## src/rtl/dmem_req_sequencer.sv

```systemverilog
// dmem_req_sequencer: two-port round-robin data-memory controller.
// Serialises byte/half/word accesses onto a byte-wide sync RAM.
module dmem_req_sequencer #(
  parameter int ADDR_W = 16
) (
  input  logic              clk,
  input  logic              rst,
  input  logic              r0_req,
  input  logic              r0_we,
  input  logic [1:0]        r0_size,
  input  logic [31:0]       r0_addr,
  input  logic [31:0]       r0_wdata,
  output logic              r0_ack,
  output logic [31:0]       r0_rdata,
  input  logic              r1_req,
  input  logic              r1_we,
  input  logic [1:0]        r1_size,
  input  logic [31:0]       r1_addr,
  input  logic [31:0]       r1_wdata,
  output logic              r1_ack,
  output logic [31:0]       r1_rdata,
  output logic              mem_en,
  output logic              mem_we,
  output logic [ADDR_W-1:0] mem_addr,
  output logic [7:0]        mem_wdata,
  input  logic [7:0]        mem_rdata,
  output logic              busy
);

  typedef enum logic [1:0] {
    IDLE,
    BEAT,
    RDLAST,
    ACK
  } state_e;

  state_e            state_q, state_d;
  logic [1:0]        beat_q, beat_d;
  logic [1:0]        last_q, last_d;
  logic              gnt_q, gnt_d;
  logic              lgnt_q, lgnt_d;
  logic              we_q, we_d;
  logic [ADDR_W-1:0] addr_q, addr_d;
  logic [31:0]       wdata_q, wdata_d;
  logic [31:0]       asm_q, asm_d;
  logic [31:0]       rd0_q, rd0_d;
  logic [31:0]       rd1_q, rd1_d;
  logic              ack0_q, ack0_d;
  logic              ack1_q, ack1_d;
  logic              men_q, men_d;
  logic              mwe_q, mwe_d;
  logic [ADDR_W-1:0] maddr_q, maddr_d;
  logic [7:0]        mwd_q, mwd_d;
  logic              busy_q, busy_d;

  logic              win1;
  logic [1:0]        sel_size;
  logic [1:0]        prev;
  logic [31:0]       fin;
  logic              unused_addr_hi;

  assign unused_addr_hi = ^{r0_addr[31:ADDR_W],
                            r1_addr[31:ADDR_W]};

  // Port 1 wins when alone, or on a tie when port 0 went last.
  assign win1 = r1_req & (~r0_req | ~lgnt_q);

  // Next-state: grant/latch, beat walk, read assembly, ack.
  always_comb begin
    state_d  = state_q;
    beat_d   = beat_q;
    last_d   = last_q;
    gnt_d    = gnt_q;
    lgnt_d   = lgnt_q;
    we_d     = we_q;
    addr_d   = addr_q;
    wdata_d  = wdata_q;
    asm_d    = asm_q;
    rd0_d    = rd0_q;
    rd1_d    = rd1_q;
    sel_size = 2'b00;
    prev     = beat_q - 2'd1;
    fin      = asm_q;
    unique case (state_q)
      IDLE: begin
        if (r0_req || r1_req) begin
          gnt_d    = win1;
          lgnt_d   = win1;
          we_d     = win1 ? r1_we : r0_we;
          sel_size = win1 ? r1_size : r0_size;
          addr_d   = win1 ? r1_addr[ADDR_W-1:0]
                          : r0_addr[ADDR_W-1:0];
          wdata_d  = win1 ? r1_wdata : r0_wdata;
          last_d   = sel_size[1] ? 2'd3
                                 : {1'b0, sel_size[0]};
          beat_d   = 2'd0;
          asm_d    = 32'h0;
          state_d  = BEAT;
        end
      end
      BEAT: begin
        if (beat_q != 2'd0) begin
          asm_d[{prev, 3'b000} +: 8] = mem_rdata;
        end
        if (beat_q == last_q) begin
          state_d = we_q ? ACK : RDLAST;
        end else begin
          beat_d = beat_q + 2'd1;
        end
      end
      RDLAST: begin
        fin[{last_q, 3'b000} +: 8] = mem_rdata;
        asm_d = fin;
        if (gnt_q) begin
          rd1_d = fin;
        end else begin
          rd0_d = fin;
        end
        state_d = ACK;
      end
      ACK: begin
        state_d = IDLE;
      end
      default: begin
        state_d = IDLE;
      end
    endcase
  end

  // Output images derived from the next state so outputs are flops.
  always_comb begin
    men_d   = (state_d == BEAT);
    mwe_d   = men_d & we_d;
    maddr_d = maddr_q;
    mwd_d   = mwd_q;
    if (men_d) begin
      maddr_d = addr_d + ADDR_W'(beat_d);
      mwd_d   = wdata_d[{beat_d, 3'b000} +: 8];
    end
    ack0_d = (state_d == ACK) & ~gnt_d;
    ack1_d = (state_d == ACK) & gnt_d;
    busy_d = (state_d != IDLE);
  end

  // State and registered outputs.
  always_ff @(posedge clk or posedge rst) begin
    if (rst) begin
      state_q <= IDLE;
      beat_q  <= 2'd0;
      last_q  <= 2'd0;
      gnt_q   <= 1'b0;
      lgnt_q  <= 1'b1;
      we_q    <= 1'b0;
      addr_q  <= '0;
      wdata_q <= 32'h0;
      asm_q   <= 32'h0;
      rd0_q   <= 32'h0;
      rd1_q   <= 32'h0;
      ack0_q  <= 1'b0;
      ack1_q  <= 1'b0;
      men_q   <= 1'b0;
      mwe_q   <= 1'b0;
      maddr_q <= '0;
      mwd_q   <= 8'h0;
      busy_q  <= 1'b0;
    end else begin
      state_q <= state_d;
      beat_q  <= beat_d;
      last_q  <= last_d;
      gnt_q   <= gnt_d;
      lgnt_q  <= lgnt_d;
      we_q    <= we_d;
      addr_q  <= addr_d;
      wdata_q <= wdata_d;
      asm_q   <= asm_d;
      rd0_q   <= rd0_d;
      rd1_q   <= rd1_d;
      ack0_q  <= ack0_d;
      ack1_q  <= ack1_d;
      men_q   <= men_d;
      mwe_q   <= mwe_d;
      maddr_q <= maddr_d;
      mwd_q   <= mwd_d;
      busy_q  <= busy_d;
    end
  end

  assign r0_ack    = ack0_q;
  assign r1_ack    = ack1_q;
  assign r0_rdata  = rd0_q;
  assign r1_rdata  = rd1_q;
  assign mem_en    = men_q;
  assign mem_we    = mwe_q;
  assign mem_addr  = maddr_q;
  assign mem_wdata = mwd_q;
  assign busy      = busy_q;

endmodule

```

## config.mk

```make
export PLATFORM = sky130hd
export DESIGN_NAME = dmem_req_sequencer
export DESIGN_NICKNAME = d
export VERILOG_FILES = /design/src/rtl/dmem_req_sequencer.sv
export SDC_FILE = /design/constraint.sdc
export NUM_CORES = 1
export LEC_CHECK = 0
export ABC_AREA = 1
export CAP_MARGIN = 25
export CORE_ASPECT_RATIO = 1.1
export CORE_UTILIZATION = 50
export DETAILED_ROUTE_END_ITERATION = 10
export PLACE_DENSITY_LB_ADDON = 0.12
export SYNTH_ARGS = -nofsm -noshare
export SYNTH_HDL_FRONTEND = slang
export SYNTH_SLANG_ARGS = --single-unit
```

## constraint.sdc

```tcl
create_clock -name clk -period 8.1 [get_ports clk]
set_input_delay 2.025 -clock clk [delete_from_list [all_inputs] [get_ports clk]]
set_output_delay 2.025 -clock clk [all_outputs]
set_load 0.005 [all_outputs]
```

* Yosys cells after proc, flatten, opt, wreduce, memory -nomap -nowiden *
Cells that the tools add are included.

storage, ports and cells
  input port bits = 146
  bits in registers = 182
  output and inout bits = 93

operators by class
  muxes and demuxes = 25
  reduce and logical (&&, ||, !) cells = 9
  $add $sub $neg = 5
  bitwise logic cells = 9
  eq/ne operators = 8
  shift-type cells = 5

operator list
  operator                  count
  $mux W32                  5
  $pmux W32 S3              1
  $bwmux W32                2
  $shift A8 B7 Y32 const A  2
  $shiftx A8 B7 Y32         2
  $mux W16                  3
  $shiftx A32 B6 Y8         1
  $add A16 B2 Y16           1
  $neg A5 Y7                2
  $mux W2                   6
  $pmux W2 S4               1
  $eq A2 B2 Y1 const B      3
  $mux W1                   6
  $reduce_and A2 Y1         3
  $and A1 B1 Y1             4
  $eq A2 B1 Y1 const B      2
  $ne A2 B2 Y1 const B      2
  $not A1 Y1                4
  $pmux W2 S2               1
  $reduce_bool A2 Y1        2
  $reduce_and A3 Y1         1
  $reduce_bool A3 Y1        1
  $add A2 B1 Y2 const B     1
  $eq A2 B2 Y1              1
  other kinds (4)           4

* Depth between registers and ports, before layout *
  word-level depth = 7
  mapped depth = 19
  gate-level depth less buffers = 17

* Worst setup path before layout *
No wires, ideal clock.

  path type = input port to flip-flop
  from = in r0_req
  to = reg maddr_q[15] (netlist: mem_addr[15])
  setup slack = 3.884 ns
  arrival time = 4.100 ns
  path buffers = 2
  stages = 16
  path through = nand2_1 > nand2_2 > buf_2 > buf_2 > or2_2 > a31oi_1 > inv_1 > ha_1 > a21o_1 > nand3_1 > nor2_2 > nand2_1 > nand2_1 > nand2_1 > nand2_1 > nand2_1

on the way
  cells in the longest elaborated chain, start to end = 7
  elaborated cells between the ends (all ways) = 13
  those cells by class = add/sub: 1; eq/ne: 1; mux: 7; bitwise: 3; reduce/logical: 1

ends and longest elaborated chain
  element               RTL line  RTL
  start, declared       8         input logic r0_req,
  $not A1 Y1            66        assign win1 = r1_req & (~r0_req | ~lgnt_q);
  $or A1 B1 Y1          66
  $and A1 B1 Y1         66
  $mux W16              91        addr_d = win1 ? r1_addr[ADDR_W-1:0]
  $mux W16 *            86        if (r0_req || r1_req) begin
  $mux W16 *            84        unique case (state_q)
  via addr_d[1]         43        logic [ADDR_W-1:0] addr_q, addr_d;
  $add A16 B2 Y16 *     137       maddr_d = addr_d + ADDR_W'(beat_d);
  end signal, assigned  182       maddr_q <= maddr_d;
  end, declared         52        logic [ADDR_W-1:0] maddr_q, maddr_d;

The timed path passes the listed nets; every way through them passes the cells marked *.
A chain may end at the register's enable or synchronous reset.

* Worst setup path after layout *
  from = in r1_req
  to = reg maddr_q[15] (netlist: mem_addr[15])

on the way
  cells in the longest elaborated chain, start to end = 5
  elaborated cells between the ends (all ways) = 11
  those cells by class = add/sub: 1; eq/ne: 1; mux: 7; bitwise: 1; reduce/logical: 1

ends and longest elaborated chain
  element            RTL line  RTL
  start, declared    15        input logic r1_req,
  $and A1 B1 Y1      66
  $mux W16           91
  $mux W16 *         86
  $mux W16 *         84
  via addr_d[0]      43
  $add A16 B2 Y16 *  137

Marks and branches as above.

==> results list <==
- Area of the core: 18,400 µm²
- Post-layout min period: 5.53 ns
- Input/output buffers: 206
- Class of the most critical setup path: in2reg
- After layout, the worst path uses 68.3% of the clock period.
- Drt first-iter violations: 761
* DRT Pass-1 Iters: 6
* Root buffer selected by CTS: clkbuf_16
- Leading cell types in the layout, fill and taps excluded: 332 x nand2_1, 206 x clkdlybuf4s50_1, 181 x dfrtp_1
* Setup violators final: 0
- Total power for the finished layout comes to 0.00490 W.
- The analysis attributes to net switching a power of 0.00214 W.
* LEAKAGE: 5.57 nW
- CP Max Fanout: 44
- Most frequent standard cell in the layout excluding fill and tap cells: nand2_1
- After layout, the worst setup slack is 2.57 ns.
- Launching instance or port of the critical path: r1_req
- In the final timing run, aggregate negative setup slack is 0 ns.
- Number of nets still failing antenna checks after routing: 0
- Clock sink count: 182
- Crit path launch type: input port
- FP Rows: 52
- The net count of the finished layout is 1,490.
- Pwr dens: 404 nW/µm²
* Area Overhead vs Synth: 28.9%
- In this run, the combinational gates consume 52.4% of the power.
- The die is 133 µm wide.
- Clock skew after layout: 0.0117 ns
- Synthesis produced a netlist with a net count of 1,318.
- Vertical die dimension: 146 µm
- Cell variety after synth: 46
- Total congestion overflow after global routing: 0
* Slowest Stage Delay on Critical Path: 1.04 ns
- Number of global-route vias before repair: 8,313
* Dpl hpwl: 17,500 µm
* Hold violation total from the final report: 0
* Initial antenna violation count: 0
* Detailed Route WL: 25,700 µm
- GPL Wtd Cong: 0.909
* Worst path required time: 8.43 ns
* Clock share of power: 15.9%
* DR vias/cell: 5.48
- Among all stages on the critical path, the largest delay is contributed by clkdlybuf4s50_1.
- Number of buffers between clock root and the deepest sink: 2
- Measured against its own limit, the worst slew margin works out to 34.2%.
- Aggregate global-route resource usage: 27.4%
- Type of the tightest min-delay check: reg2reg
* Clock input transition at the sequential cells of the worst setup and hold paths: 0.07 ns
- The initial utilization of the core area, before any placement, comes to 51.1%.
* Final number of max-transition violations: 0
* Average size of a mapped cell: 8.15 µm²
- Boundary pin count: 239
* Max-cap violation count: 0
- F_max: 0.181 GHz
- Power share of the sequential group: 31.7%
- In this run the critical register-to-register path is launched from beat_q[0].
- TritonCTS built the clock tree.
- Number of gates given a new drive strength after cts: 0
- Detailed-route DRC error count: 0
* Die area: 19,400 µm²
- The mapped netlist covers 9420 µm².
- Total CTS buffers: 17
- In the final routed layout, each cell accounts on average for 16.3 µm.
- Hold wc startpoint: mem_addr[8]
- Counting stages on the worst path, the most repeated cell is nand2_1.
- For this run, asynchronously set or reset flops after synthesis account for 100%.
- Fraction of layout instances using a drive strength above 1: 6.34%
* H-tree level count: 4
- Traced cell by cell, the critical path runs through clkdlybuf4s50_1, nor2_2, nor2_4, inv_2, nand2_1, o21ai_0, ha_1, a21o_1, nand3_1, nor2_2, nand3_1, nand2_1, nand2_1, nand2_1.
- The run finished with clean final reports.
- After clock tree synthesis, the flow added hold-fix buffers numbering 0.
- For the worst setup path, the data arrival time is 5.86 ns.
- For this run, the leading register cell type out of synthesis is dfrtp_1.
- Sequential-to-total area share from yosys stat: 48.4%
- RSZ-0062 raised after global routing: no
* Count of vias placed by the detailed router: 8,679
- After synthesis the netlist holds a flip-flop and latch count of 182.
- Largest net degree at the start of global routing: 108
- For the pin with the worst max-slew slack, the measured transition is 0.985 ns.
* Internal power: 0.00276 W
* Worst-skew pair later-pin latency: 0.43 ns
- The first global-routing pass estimated 42,000 µm of wire.
- Post-CTS Setup Inserts: 0
- Cells after Synth: 1,155
- Net switching is 43.7% of the power.
* Worst setup slack before clock tree synthesis: 2.17 ns
- Kind of end point of the critical path: flip-flop
* Warnings, synthesis: 0
- Final Core Density: 65.9%
- Across the VDD grid, the largest voltage drop is 0.000221 V.
* Ant. Diodes: 0
- Post-synth EDFFs: 0
==> critical path: cells and delay by family <==
kind	cells	cell delay [ns]
AO/OA/AOI/OAI	2	0.30
adder cells (fa/ha/maj)	1	0.22
buffers and inverters	2	1.58
AND/OR/NAND/NOR	9	1.69
==> registers in the layout, summed over array words and instances (netlist names), 2 cells and up <==
register	flops
asm_q	32
r0_rdata	32
last_q	2
r1_rdata	32
mem_addr	16
beat_q	2
mem_wdata	8
wdata_q	32
state_q	2
addr_q	16
==> per-stage QoR <==
step                cells  instance area [µm²]  hold WS [ns]
global route         1583                12100         0.506
finish               1583                12100         0.480
detailed placement   1550                11600         0.467
global placement     1548                11500         0.462
floorplan            1155                 9420         0.459
CTS                  1582                12100         0.484
==> cells by family after synthesis <==
group	after synthesis	share of synthesized area, %
AND/OR/NAND/NOR	505	22.7
multiplexers	15	1.79
flip-flops	182	48.4
adder cells (fa/ha/maj)	17	2.34
XOR/XNOR	5	0.465
buffers and inverters	171	7.67
AO/OA/AOI/OAI	260	16.6
==> final timing paths <==
kind | slack, ns | cells past startpoint | endpoint
worst max-delay path | 2.57 | 14 | mem_addr[15]
worst min-delay path | 0.48 | 2 | mem_addr[8]
worst max register to register | 4.06 | 15 | mem_addr[15]
worst min register to register | 0.48 | 2 | mem_addr[8]
max in group asynchronous | 4.73 | 3 | asm_q[28]
min in group asynchronous | 2.02 | 2 | wdata_q[16]
==> cell usage after synthesis (3+ instances only) <==
| master | instances | share of area, % |
|---|---|---|
| a22oi_1 | 18 | 1.4 |
| o31ai_1 | 18 | 1.4 |
| a32oi_1 | 3 | 0.28 |
| o22ai_1 | 48 | 3.2 |
| buf_2 | 28 | 1.5 |
| o21ai_0 | 114 | 6.1 |
| nand2_1 | 332 | 13 |
| xor2_1 | 3 | 0.28 |
| clkinv_1 | 4 | 0.16 |
| o32ai_1 | 3 | 0.28 |
| or2_2 | 7 | 0.47 |
| a22o_1 | 8 | 0.74 |
| nand3b_1 | 5 | 0.40 |
| inv_2 | 4 | 0.16 |
| o21ai_1 | 7 | 0.37 |
| buf_4 | 4 | 0.32 |
| nor2_1 | 48 | 1.9 |
| buf_1 | 3 | 0.12 |
| mux2_2 | 15 | 1.8 |
| nor3_1 | 6 | 0.32 |
| ha_1 | 16 | 2.1 |
| buf_6 | 4 | 0.48 |
| nand2_2 | 3 | 0.20 |
| a31oi_1 | 21 | 1.4 |
| a21oi_1 | 14 | 0.74 |
| clkbuf_1 | 25 | 1.0 |
| dfrtp_1 | 181 | 48 |
| inv_1 | 99 | 3.9 |
| nand3_1 | 93 | 4.9 |
==> power groups by stage <==
stage / Clock (W) / Combinational (W) / Sequential (W)
after global placement: 0 / 0.00247 / 0.00158
after detailed placement: 0 / 0.00256 / 0.00157
after floorplan: 0 / 0.00164 / 0.00152
after CTS: 0.000790 / 0.00257 / 0.00155
final: 0.000778 / 0.00257 / 0.00156
after global routing: 0.000832 / 0.00286 / 0.00160
==> per-layer routing <==
metal,track usage [%],part of all wire [%]
met1,35.1,42
met2,45.7,49
met3,5.89,6.2
met4,9.89,2.3
met5,0,0
==> cell type report <==
type,count,area (µm²)
Clock buffer,18,429
Fill cell,1591,6270
Sequential cell,182,4560
Multi-Input combinational cell,802,4140
Clock inverter,14,113
Tap cell,243,304
Timing Repair Buffer,217,2190
Inverter,107,407
(Power assumes the default switching activity.)
